==> config.mk <==
export PLATFORM = sky130hd
export DESIGN_NAME = rx78_keyboard
export DESIGN_NICKNAME = d
export VERILOG_FILES = /design/src/rtl/rx78_kbd_pkg.sv /design/src/rtl/rx78_ps2_parser.sv /design/src/rtl/rx78_keyboard.sv
export SDC_FILE = /design/constraint.sdc
export NUM_CORES = 1
export LEC_CHECK = 0
export BUFFER_PORTS_ARGS = -buffer_cell sky130_fd_sc_hd__buf_2
export CAP_MARGIN = 20
export CORE_MARGIN = 5
export CORE_UTILIZATION = 40
export DETAILED_ROUTE_END_ITERATION = 12
export GPL_TIMING_DRIVEN = 0
export PLACE_DENSITY = 0.67
export SLEW_MARGIN = 20
export SYNTH_ARGS = -nofsm -noshare
export SYNTH_HDL_FRONTEND = slang
export SYNTH_SLANG_ARGS = --single-unit
==> constraint.sdc <==
create_clock -name clk -period 2.5 [get_ports clk]
set_clock_uncertainty 0.1 [all_clocks]
set_input_delay 0.375 -clock clk [delete_from_list [all_inputs] [get_ports clk]]
set_output_delay 0.375 -clock clk [all_outputs]
set_load 0.02 [all_outputs]
==> src/rtl/rx78_kbd_pkg.sv <==
// Shared types, PS/2 set-2 prefix constants and the RX-78 key matrix map.
// The matrix map is consumed by rx78_ps2_parser; see rx78_keyboard for the RX78_KBD_ALLROWS_EN option.
package rx78_kbd_pkg;

  typedef enum logic [2:0] {
    ST_IDLE    = 3'd0,
    ST_EXT     = 3'd1,
    ST_BRK     = 3'd2,
    ST_EXT_BRK = 3'd3,
    ST_SKIP    = 3'd4
  } kbd_state_e;

  localparam logic [7:0] PS2_EXT    = 8'hE0;
  localparam logic [7:0] PS2_BRK    = 8'hF0;
  localparam logic [7:0] PS2_PAUSE  = 8'hE1;
  localparam int         KBD_ROWS   = 9;
  localparam logic [2:0] PAUSE_SKIP = 3'd7;

  typedef struct packed {
    logic       valid;
    logic [3:0] row;
    logic [2:0] col;
  } kbd_key_t;

  typedef struct packed {
    logic       vld;
    logic       make;
    logic [3:0] row;
    logic [2:0] col;
  } kbd_evt_t;

  // {ext, code} -> matrix position; anything not listed is unmapped.
  function automatic kbd_key_t kbd_keymap(input logic ext, input logic [7:0] code);
    kbd_key_t k;
    k = '0;
    case ({ext, code})
      9'h01C:  k = {1'b1, 4'd2, 3'd1};  // A
      9'h05A:  k = {1'b1, 4'd1, 3'd0};  // Enter
      9'h029:  k = {1'b1, 4'd9, 3'd0};  // Space
      9'h175:  k = {1'b1, 4'd8, 3'd2};  // Up
      default: k = '0;
    endcase
    return k;
  endfunction

  // Keyboard acks / self-test results that can show up between scan codes.
  function automatic logic kbd_is_ack(input logic [7:0] b);
    return (b == 8'hFA) || (b == 8'hAA) || (b == 8'hEE) || (b == 8'hFE);
  endfunction

endpackage

==> src/rtl/rx78_ps2_parser.sv <==
// PS/2 set-2 sequence parser: turns E0/F0/E1-prefixed byte streams into one-cycle
// make/break events carrying the mapped matrix row/column.
module rx78_ps2_parser
  import rx78_kbd_pkg::*;
#(
  parameter logic [15:0] TIMEOUT = 16'd50000
) (
  input  logic       clk,
  input  logic       reset_n,
  input  logic [7:0] data_i,
  input  logic       valid_i,
  output kbd_evt_t   evt_o
);

  kbd_state_e  state_q, state_d;
  logic [2:0]  skip_q, skip_d;
  logic [15:0] tmo_q, tmo_d;
  kbd_key_t    key;
  logic        ext;

  assign ext = (state_q == ST_EXT) || (state_q == ST_EXT_BRK);
  assign key = kbd_keymap(ext, data_i);

  always_comb begin
    state_d = state_q;
    skip_d  = skip_q;
    tmo_d   = tmo_q;
    evt_o   = '0;
    if (valid_i) begin
      tmo_d = '0;
      case (state_q)
        ST_IDLE: begin
          if (data_i == PS2_EXT)        state_d = ST_EXT;
          else if (data_i == PS2_BRK)   state_d = ST_BRK;
          else if (data_i == PS2_PAUSE) begin
            state_d = ST_SKIP;
            skip_d  = PAUSE_SKIP;
          end else if (!kbd_is_ack(data_i)) begin
            evt_o = {key.valid, 1'b1, key.row, key.col};
          end
        end
        ST_EXT: begin
          if (data_i == PS2_BRK) state_d = ST_EXT_BRK;
          else begin
            evt_o   = {key.valid, 1'b1, key.row, key.col};
            state_d = ST_IDLE;
          end
        end
        ST_BRK, ST_EXT_BRK: begin
          evt_o   = {key.valid, 1'b0, key.row, key.col};
          state_d = ST_IDLE;
        end
        ST_SKIP: begin
          skip_d = skip_q - 3'd1;
          if (skip_q <= 3'd1) state_d = ST_IDLE;
        end
        default: state_d = ST_IDLE;
      endcase
    end else if (state_q != ST_IDLE) begin
      // A stalled prefix is dropped so the next byte starts a fresh sequence.
      if (tmo_q == TIMEOUT - 16'd1) state_d = ST_IDLE;
      else                          tmo_d   = tmo_q + 16'd1;
    end
    if (state_d == ST_IDLE) tmo_d = '0;
  end

  always_ff @(posedge clk or negedge reset_n) begin
    if (!reset_n) begin
      state_q <= ST_IDLE;
      skip_q  <= '0;
      tmo_q   <= '0;
    end else begin
      state_q <= state_d;
      skip_q  <= skip_d;
      tmo_q   <= tmo_d;
    end
  end

endmodule

==> src/rtl/rx78_keyboard.sv <==
// RX-78 keyboard front end: PS/2 parser, 9x8 key matrix and the port F4 strobe/read interface.
// Optional RX78_KBD_ALLROWS_EN: row 4'hF reads the OR of every row.
module rx78_keyboard
  import rx78_kbd_pkg::*;
#(
  parameter logic [15:0] TIMEOUT = 16'd50000,
  parameter int          ROWS    = KBD_ROWS
) (
  input  logic       clk,
  input  logic       reset_n,
  input  logic [7:0] ps2_data,
  input  logic       ps2_valid,
  input  logic       io_sel,
  input  logic       io_wr,
  input  logic [7:0] io_din,
  output logic [7:0] io_dout,
  output logic       key_any
);

  kbd_evt_t              evt;
  logic [ROWS-1:0][7:0]  mat_q, mat_d;
  logic [3:0]            row_q, row_d;
  logic [7:0]            dout_q, dout_d;
  logic                  kany_q;
  logic [7:0]            all_cols;
  logic [7:0]            rd_val;

  rx78_ps2_parser #(.TIMEOUT(TIMEOUT)) u_parser (
    .clk     (clk),
    .reset_n (reset_n),
    .data_i  (ps2_data),
    .valid_i (ps2_valid),
    .evt_o   (evt)
  );

  always_comb begin
    mat_d    = mat_q;
    all_cols = '0;
    rd_val   = '0;
    for (int r = 0; r < ROWS; r++) begin
      if (evt.vld && evt.row == 4'(r + 1)) mat_d[r][evt.col] = evt.make;
      all_cols = all_cols | mat_q[r];
      if (row_q == 4'(r + 1)) rd_val = mat_q[r];
    end
`ifdef RX78_KBD_ALLROWS_EN
    if (row_q == 4'hF) rd_val = all_cols;
`endif
  end

  // Reads sample mat_q, so a read coinciding with a PS/2 byte returns the pre-update row.
  always_comb begin
    row_d  = row_q;
    dout_d = dout_q;
    if (io_sel && io_wr)  row_d  = io_din[3:0];
    if (io_sel && !io_wr) dout_d = rd_val;
  end

  always_ff @(posedge clk or negedge reset_n) begin
    if (!reset_n) begin
      mat_q  <= '0;
      row_q  <= '0;
      dout_q <= '0;
      kany_q <= 1'b0;
    end else begin
      mat_q  <= mat_d;
      row_q  <= row_d;
      dout_q <= dout_d;
      kany_q <= |all_cols;
    end
  end

  assign io_dout = dout_q;
  assign key_any = kany_q;

endmodule
==> flow_summary_export.csv, run 1 <==
group,metric,value,unit
yosys,synth_top_area_share,50.8,%
die,dieArea,7970,µm²
pwr,peakVddDrop,249,µV
timing,fin_ws,295,ps
global_routing,grt_pass1_wl,8220,µm
worst_setup_path,cp_data_required_time,2580,ps
yosys,synth_ff_type,"dfrtp_1",
yosys,syn_area,2510,µm²
timing,max_slew_margin,57.9,%
place,place_ws,334,ps
worst_setup_path,r2r_cells,5,
die,row_count,28,
place,dp_hpwl,3440,µm
timing,fin_crit,2200,ps
pwr,power.share.combinational,14.4,%
drt,wl,4620,µm
worst_setup_path,worstPathCellList,"nor4_1 > a41oi_1 > nand2_1 > clkbuf_1 > nor2_1",
timing,final.setup.tns,0,ps
drt,first_pass_iters,4,
min_path,hp-class,"input pin to register",
drt,drc_errors,0,
worst_setup_path,path_class,"register to register",
drt,avgViaCountPerCell,5.29,
pwr,total_power,1.64,mW
global_routing,grt_pass1_vias,1792,
yosys,synthArstFlopShare,100,%
clock_network,cts_hold_buf,1,
yosys,synth_area_leaders,"dfrtp_1 51%, mux2_2 4.9%, clkbuf_1 3.1%, nor2_1 2.8%, a22o_1 2.8%",
die,die_x,89.3,µm
clock_network,post_cts_buffers,0,
die,core_region_area,6030,µm²
worst_setup_path,rrSetupSlack,300,ps
timing,finalSetupViolCount,0,
finish,diodes,0,
worst_setup_path,crit_path_max_incr_delay,450,ps
place,io_buffer_count,21,
timing,fin_crit_sh,88.2,%
finish,area_growth,12.8,%
die,dieHeight,89.3,µm
yosys,synth_cells,245,
worst_setup_path,timing.critical_path.to_type,"register",
worst_setup_path,critPathLaunchType,"register",
drt,num_vias,1866,
worst_setup_path,slowest_stage,"dfrtp_1",
pwr,seq_power_share,55.5,%
global_routing,grt_usage,13.0,%
yosys,synth.yosys.seq_area_share,50.8,%
clock_network,post_cts_resized,0,
pwr,p_sw_share,26.8,%
pwr,power_switching,0.439,mW
timing,fmax,454,MHz
finish,drive_gt1_share,17.6,%
drt,ant_nets,0,
drt,drtIter0Drc,72,
clock_network,cts.sinks,51,
run,maxCapViolCount,0,
clock_network,cts_tree,"done",
global_routing,overflow,0,
worst_setup_path,reg2reg_to,"u_parser.tmo_q[2]$_DFFE_PN0P_",
timing,grt_setup_unrepaired,"false",
yosys,yosys_warnings,0,
min_path,hold_path_depth,2,
pwr,p_clk_share,30.1,%
clock_network,cts_buffers,5,
worst_setup_path,r2r_start,"u_parser.tmo_q[11]$_DFFE_PN0P_",
global_routing,antenna_found_initial,0,
clock_network,clockBufferDepth,2,
min_path,whs_endpoint,"row_q[1]$_DFFE_PN0P_",
pwr,power_density,578,nW/µm²
worst_setup_path,path_buf_inv,1,
finish,finish.utilization,47.1,%
drt,wl_per_cell,13.1,µm
worst_setup_path,arrival,2290,ps
yosys,synth_cell_type_count,45,
worst_setup_path,critPathTopFamily,"simple AND/OR/NAND/NOR gates",
yosys,synth-edff-count,0,
yosys,ys_ff_latch,51,
place,gp_congestion,0.808,
die,initial_core_util,41.7,%
pwr,internal_power,1.20,mW
clock_network,clk_pin_slew,100,ps
die,ioPinCount,30,
yosys,synth_top_cell_by_area,"dfrtp_1",
clock_network,clk_latency,310,ps
run_status,status,"completed",
clock_network,h-tree-depth,2,
yosys,avgSynthCellArea,10.3,µm²
clock_network,cts_root_buffer,"clkbuf_8",
min_path,min_from,"io_din[1]",
timing,drv_slew,0,
finish,fin_nets,301,
worst_setup_path,cp_max_fo,10,
timing,timing.final.hold_violations,0,
global_routing,grt_max_degree,52,
timing,worst_pin_slew,631,ps
pwr,power.leakage,1.24,nW
## synth_stat cells (all sizes together) (2+ instances only)
master,n
buf,7
or4,3
nand3,9
mux2,11
nor3b,5
a221oi,3
a21oi,5
xor2,2
nor2,19
clkbuf,21
and2,2
nor2b,3
nand4,5
dfrtp,51
nand2,16
inv,7
o21ai,8
o31ai,5
ha,3
a22o,8
o21a,3
nor4bb,3
or3,5
and3,5
a211oi,2
a41oi,2
nor3,5
xnor2,7
nor4,8
and4b,2
## layout make-up
| type | count | area [µm²] |
|---|---|---|
| plain buffers | 28 | 131 |
| well taps | 75 | 93.8 |
| multi-input cells | 162 | 1090 |
| flip-flops and latches | 51 | 1280 |
| fillers | 593 | 3190 |
| clock buffers | 6 | 82.6 |
| clock inverters | 2 | 16.3 |
| inverters | 7 | 26.3 |
| repair buffers | 22 | 118 |
## logic make-up (layout without fill, tap and decap cells)
| logic type | count (synthesis) | after routing | synth area share, % |
|---|---|---|---|
| AOI/OAI and AO/OA | 41 | 41 | 12.2 |
| xor gates and xnor gates | 9 | 9 | 3.14 |
| adders and majority gates | 3 | 3 | 1.49 |
| buffers and inverters | 35 | 65 | 6.27 |
| DFF | 51 | 51 | 50.8 |
| muxes | 11 | 11 | 4.93 |
| other | 1 | 4 | 0.149 |
| and+or+nand+nor | 94 | 94 | 21.0 |
## metal layers
layer	part of all wire [%]	wire, µm	GRT usage [%]
met5	0	0	0
met2	45	2100	20.3
met3	4.3	197	1.75
met1	48	2240	18.4
met4	1.9	87	4.87
## registers in the layout, summed over array words and instances (netlist names)
| register | flops |
|---|---|
| u_parser.state_q | 3 |
| key_any | 1 |
| row_q | 4 |
| mat_q | 20 |
| u_parser.tmo_q | 16 |
| io_dout | 4 |
| u_parser.skip_q | 3 |
## per-stage QoR
step	instance area, µm²	instances	hold slack, ps
6_report	2840	353	198
5_1_grt	2840	353	196
4_1_cts	2840	353	189
3_5_place_dp	2730	344	340
3_3_place_gp	2720	344	363
2_1_floorplan	2520	248	-20.6
## worst max path at each step
stage                                   start                              to  slack (ps)  cells after the start
5_1_grt        u_parser.tmo_q[11]$_DFFE_PN0P_   u_parser.tmo_q[5]$_DFFE_PN0P_          10                      5
4_1_cts        u_parser.tmo_q[11]$_DFFE_PN0P_   u_parser.tmo_q[2]$_DFFE_PN0P_         310                      5
6_report       u_parser.tmo_q[11]$_DFFE_PN0P_   u_parser.tmo_q[2]$_DFFE_PN0P_         300                      5
3_3_place_gp   u_parser.tmo_q[11]$_DFFE_PN0P_   u_parser.tmo_q[7]$_DFFE_PN0P_         360                      5
2_1_floorplan   u_parser.tmo_q[0]$_DFFE_PN0P_  u_parser.tmo_q[12]$_DFFE_PN0P_         650                      5
3_5_place_dp   u_parser.tmo_q[11]$_DFFE_PN0P_   u_parser.tmo_q[2]$_DFFE_PN0P_         330                      5
## power by group through the flow
stage	Clock (mW)	Combinational, mW	Sequential [mW]
global placement	0	0.231	0.924
CTS	0.516	0.240	0.909
floorplan	0	0.160	0.925
detailed placement	0	0.239	0.925
global route	0.546	0.269	0.918
finish	0.493	0.236	0.909
## layout by cell type, fill, tap and decap left out, types with 8 or more instances in the layout
master,n
dfrtp_1,51
clkbuf_1,21
buf_2,20
nor2_1,19
nand2_1,16
mux2_2,11
nor4_1,8
a22o_1,8
o21ai_0,8
nand3_1,8
Power figures use the tool's default switching activity.
==> run 2: changes to the inputs <==
--- a/config.mk
+++ b/config.mk
@@ -9,9 +9,11 @@
 export CAP_MARGIN = 20
 export CORE_MARGIN = 5
 export CORE_UTILIZATION = 40
+export CTS_CLUSTER_SIZE = 30
 export DETAILED_ROUTE_END_ITERATION = 12
 export GPL_TIMING_DRIVEN = 0
 export PLACE_DENSITY = 0.67
+export RECOVER_POWER = 100
 export SLEW_MARGIN = 20
 export SYNTH_ARGS = -nofsm -noshare
 export SYNTH_HDL_FRONTEND = slang
==> run 2 against run 1 <==
Effect of this change:
- sequential power is essentially flat
- clock power is essentially flat
- sequential share of layout area grew 0.46 points
- via count is essentially flat
- core utilization shrank 0.48 points
- power shrank 0.13%
- die area is the same
- combinational power is essentially flat
- maximum frequency shrank 3.0%
- first-iteration DRC count shrank 9.7%
- register-to-register slack lost 70 ps
- global-route usage is the same
- highest routed layer unchanged
==> flow_summary_export.csv, run 2 (synthesis results as in run 1) <==
group,metric,value,unit
place,io_buffer_count,21,
clock_network,cts_root_buffer,"clkbuf_8",
timing,finalSetupViolCount,0,
place,place_area,2730,µm²
drt,drc_errors,0,
global_routing,grt_pass1_vias,1792,
clock_network,clockBufferDepth,2,
clock_network,clk_latency,310,ps
die,dieHeight,89.3,µm
drt,wl_per_cell,13.2,µm
clock_network,cts.sinks,51,
worst_setup_path,critPathTopFamily,"simple AND/OR/NAND/NOR gates",
finish,multi_input_area,1080,µm²
drt,ant_nets,0,
timing,worst_pin_slew,1230,ps
worst_setup_path,timing.critical_path.to_type,"register",
pwr,power_density,583,nW/µm²
global_routing,grt_usage,13.0,%
drt,num_vias,1867,
pwr,power_switching,0.439,mW
min_path,hp-class,"input pin to register",
worst_setup_path,cp_data_required_time,2630,ps
timing,fmax,440,MHz
worst_setup_path,crit_top_cell,"or4_1",
pwr,p_clk_share,30.2,%
finish,design_area,2810,µm²
timing,fin_crit,2270,ps
worst_setup_path,slowest_stage,"or4_1",
finish,largest_reg_flops,20,
drt,wl,4650,µm
global_routing,grt_pass1_wl,8220,µm
finish,fin_nets,301,
die,ioPinCount,30,
worst_setup_path,rrSetupSlack,230,ps
global_routing,antenna_found_initial,0,
finish,diodes,0,
finish,final_common_cell,"dfrtp_1",
timing,fin_crit_sh,90.9,%
global_routing,overflow,0,
worst_setup_path,cp_max_fo,10,
place,gp_congestion,0.808,
finish,regArea,1280,µm²
worst_setup_path,arrival,2410,ps
clock_network,cts_hold_buf,1,
timing,max_slew_margin,18.2,%
global_routing,grt_max_degree,52,
finish,area_growth,11.6,%
timing,drv_slew,0,
clock_network,clk_pin_slew,100,ps
worst_setup_path,path_class,"register to register",
worst_setup_path,worstPathCellList,"clkbuf_1 > o31ai_2 > or4_1 > or4_1 > a21oi_1",
run,maxCapViolCount,0,
drt,first_pass_iters,4,
timing,timing.final.hold_violations,0,
pwr,power.leakage,1.21,nW
pwr,peakVddDrop,248,µV
die,core_region_area,6030,µm²
place,place_ws,334,ps
clock_network,h-tree-depth,2,
worst_setup_path,crit_path_max_incr_delay,600,ps
die,die_x,89.3,µm
pwr,p_sw_share,26.8,%
timing,fin_ws,227,ps
finish,layout_common_cells,"51 x dfrtp_1, 27 x clkbuf_1, 19 x nor2_1",
die,dieArea,7970,µm²
pwr,power.share.combinational,14.3,%
timing,grt_setup_unrepaired,"false",
worst_setup_path,critPathLaunchType,"register",
clock_network,cts_tree,"done",
run_status,status,"completed",
finish,drive_gt1_share,15.1,%
timing,final.setup.tns,0,ps
die,row_count,28,
finish,largest_registers,"mat_q: 20 flops, u_parser.tmo_q: 16 flops",
worst_setup_path,path_buf_inv,1,
place,dp_hpwl,3440,µm
drt,drtIter0Drc,65,
finish,regMostFlops,"mat_q",
clock_network,post_cts_resized,0,
drt,avgViaCountPerCell,5.29,
finish,fillers,601,
clock_network,cts_buffers,5,
pwr,seq_power_share,55.5,%
pwr,internal_power,1.20,mW
clock_network,post_cts_buffers,0,
die,initial_core_util,41.7,%
==> run 2: final timing paths <==
path / start / endpoint / cells after the start
max: u_parser.state_q[1]$_DFF_PN0_ / u_parser.tmo_q[15]$_DFFE_PN0P_ / 5
min: io_din[1] / row_q[1]$_DFFE_PN0P_ / 2
max reg2reg: u_parser.state_q[1]$_DFF_PN0_ / u_parser.tmo_q[15]$_DFFE_PN0P_ / 5
min reg2reg: u_parser.tmo_q[0]$_DFFE_PN0P_ / u_parser.tmo_q[0]$_DFFE_PN0P_ / 1
max in group asynchronous: reset_n / u_parser.tmo_q[0]$_DFFE_PN0P_ / 2
min in group asynchronous: reset_n / u_parser.tmo_q[14]$_DFFE_PN0P_ / 2
==> run 2: area by class of cell <==
type	instances	share of cell area [%]
repair buffers	22	3.88
inverters	7	0.936
clock buffers	6	2.94
multi-input cells	162	38.4
flip-flops and latches	51	45.5
well taps	75	3.34
clock inverters	2	0.580
plain buffers	28	4.41
==> run 2: metal layers <==
metal  global-route usage (%)  up-vias  wire, µm
li1                         -      938         -
met1                     18.4      896      2310
met2                     20.3       26      2100
met3                     1.75        7       154
met4                     4.87        0        89
met5                        0        -         0
==> run 2: through the flow <==
step           hold WS (ps)  std cells  utilization, %  total power, mW
3_5_place_dp            340        344            45.2             1.16
3_3_place_gp            363        344            45.2             1.16
4_1_cts                 189        353            47.1             1.66
5_1_grt                 196        353            46.6             1.73
6_report                197        353            46.6             1.64
2_1_floorplan         -20.6        248               -             1.08
==> run 2: power by group through the flow <==
stage,sequential (mW),combinational [mW],clock [mW]
final,0.908,0.234,0.494
after global routing,0.917,0.266,0.546
after CTS,0.909,0.240,0.516
after detailed placement,0.925,0.239,0
after global placement,0.924,0.231,0
after floorplan,0.925,0.160,0
==> run 2: worst reg2reg max path, cell delays in order (launching register included) <==
cell and delay, ps:
dfrtp_1 340, clkbuf_1 310, o31ai_2 210, or4_1 600
or4_1 490, a21oi_1 170
==> run 3: changes to the inputs <==
--- a/config.mk
+++ b/config.mk
@@ -9,6 +9,7 @@
 export CAP_MARGIN = 20
 export CORE_MARGIN = 5
 export CORE_UTILIZATION = 40
+export CTS_BUF_LIST = sky130_fd_sc_hd__clkbuf_16
 export CTS_CLUSTER_SIZE = 30
 export DETAILED_ROUTE_END_ITERATION = 12
 export GPL_TIMING_DRIVEN = 0
==> run 3 against run 2 <==
Effect of this change:
- highest routed layer unchanged
- sequential power barely moved
- non-clock buffer count fell by 1
- combinational power barely moved
- clock power rose by 32%
- critical path type unchanged
- power rose by 9.7%
- final area rose by 1.3%
- clock-buffer cell count fell by 1
- register-to-register slack got worse by 20 ps
- via count rose by 1.2%
==> flow_summary_export.csv, run 3 (synthesis results as in run 1) <==
group,metric,value,unit
run_status,status,"completed",
pwr,power_switching,0.454,mW
clock_network,clk_latency,290,ps
global_routing,overflow,0,
die,dieHeight,89.3,µm
die,dieArea,7970,µm²
pwr,seq_power_share,50.7,%
run,maxCapViolCount,0,
place,place_ws,334,ps
pwr,internal_power,1.34,mW
global_routing,use_met1,18.7,%
die,initial_core_util,41.7,%
worst_setup_path,setup.worst_path.start,"u_parser.state_q[1]$_DFF_PN0_",
finish,area_growth,13.1,%
timing,max_slew_margin,17.5,%
global_routing,met2_usage,20.4,%
pwr,peakVddDrop,286,µV
place,dp_hpwl,3440,µm
global_routing,grt_max_degree,52,
global_routing,antenna_found_initial,0,
drt,first_pass_iters,4,
clock_network,cts.sinks,51,
worst_setup_path,timing.critical_path.to_type,"register",
global_routing,grt_usage,13.2,%
worst_setup_path,arrival,2400,ps
timing,final.setup.tns,0,ps
min_path,hp-class,"input pin to register",
worst_setup_path,cp_max_fo,10,
global_routing,grt_busiest_layer,"met2",
drt,ant_nets,0,
finish,largest_registers,"mat_q: 20 flops, u_parser.tmo_q: 16 flops",
die,die_x,89.3,µm
timing,worst_pin_slew,1240,ps
global_routing,grt_pass1_vias,1786,
worst_setup_path,r2r_cells,5,
pwr,p_clk_share,36.4,%
drt,drc_errors,0,
timing,fmax,436,MHz
worst_setup_path,r2r_start,"u_parser.state_q[1]$_DFF_PN0_",
global_routing,grt_pass1_wl,8320,µm
pwr,power.leakage,1.22,nW
timing,fin_crit,2290,ps
min_path,hold_path_depth,2,
place,io_buffer_count,21,
global_routing,use_met3,2.49,%
finish,instances_no_fill,352,
clock_network,cts_root_buffer,"clkbuf_16",
die,core_region_area,6030,µm²
pwr,power_density,631,nW/µm²
timing,whs,219,ps
worst_setup_path,critPathCapture,"u_parser.tmo_q[15]$_DFFE_PN0P_",
worst_setup_path,path_class,"register to register",
place,dp_cells,344,
worst_setup_path,cp_data_required_time,2610,ps
finish,drive_gt1_share,14.8,%
drt,avgViaCountPerCell,5.37,
clock_network,cts_buffers,5,
timing,finalSetupViolCount,0,
worst_setup_path,reg2reg_to,"u_parser.tmo_q[15]$_DFFE_PN0P_",
drt,num_vias,1889,
timing,fin_crit_sh,91.7,%
clock_network,clk_pin_slew,70,ps
clock_network,cts_hold_buf,0,
pwr,power.share.combinational,13.0,%
die,ioPinCount,30,
finish,regMostFlops,"mat_q",
timing,timing.final.hold_violations,0,
die,row_count,28,
timing,drv_slew,0,
drt,wl,4670,µm
finish,fin_nets,300,
drt,wl_per_cell,13.3,µm
clock_network,cts_tree,"done",
finish,final_common_cell,"dfrtp_1",
pwr,p_sw_share,25.3,%
worst_setup_path,rrSetupSlack,210,ps
finish,diodes,0,
timing,grt_setup_unrepaired,"false",
finish,layout_common_cells,"51 x dfrtp_1, 27 x clkbuf_1, 19 x nor2_1",
drt,drtIter0Drc,113,
timing,fin_ws,208,ps
clock_network,post_cts_resized,0,
worst_setup_path,critPathLaunchType,"register",
clock_network,post_cts_buffers,0,
clock_network,h-tree-depth,2,
finish,largest_reg_flops,20,
place,gp_congestion,0.808,
clock_network,clockBufferDepth,2,
run 3: final cells by class:
type	instances	area, µm²
fillers	591	3180
flip-flops and latches	51	1280
multi-input cells	162	1080
clock buffers	5	125
plain buffers	28	124
repair buffers	21	98.8
well taps	75	93.8
inverters	7	26.3
clock inverters	3	20.0
run 3: through the flow:
stage	power (mW)	area (µm²)	utilization, %
5_1_grt	1.89	2840	47.2
3_5_place_dp	1.16	2730	45.2
6_report	1.79	2840	47.2
2_1_floorplan	1.08	2520	-
4_1_cts	1.82	2870	47.7
3_3_place_gp	1.16	2720	45.2
run 3: critical path: stages (launching register included):
cell,delay [ps]
dfrtp_1,330
clkbuf_1,310
o31ai_2,210
or4_1,600
or4_1,490
a21oi_1,170
run 3: worst min-delay path by stage:
stage	start	endpoint	slack, ps
after floorplan	reset_n	io_dout[0]$_DFFE_PN0P_	-20
after global placement	mat_q[19]$_DFFE_PN0P_	mat_q[19]$_DFFE_PN0P_	360
after detailed placement	reset_n	u_parser.tmo_q[14]$_DFFE_PN0P_	340
after CTS	reset_n	u_parser.tmo_q[14]$_DFFE_PN0P_	30
after global routing	io_din[2]	row_q[2]$_DFFE_PN0P_	220
final	io_din[2]	row_q[2]$_DFFE_PN0P_	220
run 3: per-layer routing:
layer / vias up / share of wire (%)
li1: 937 / -
met1: 899 / 48
met2: 46 / 45
met3: 7 / 4.9
met4: 0 / 1.8
met5: - / 0
run 3: power groups by stage:
stage | logic [mW] | clock network (mW) | registers, mW
6_report | 0.233 | 0.652 | 0.909
5_1_grt | 0.266 | 0.709 | 0.918
4_1_cts | 0.239 | 0.674 | 0.910
3_5_place_dp | 0.239 | 0 | 0.925
3_3_place_gp | 0.231 | 0 | 0.924
2_1_floorplan | 0.160 | 0 | 0.925
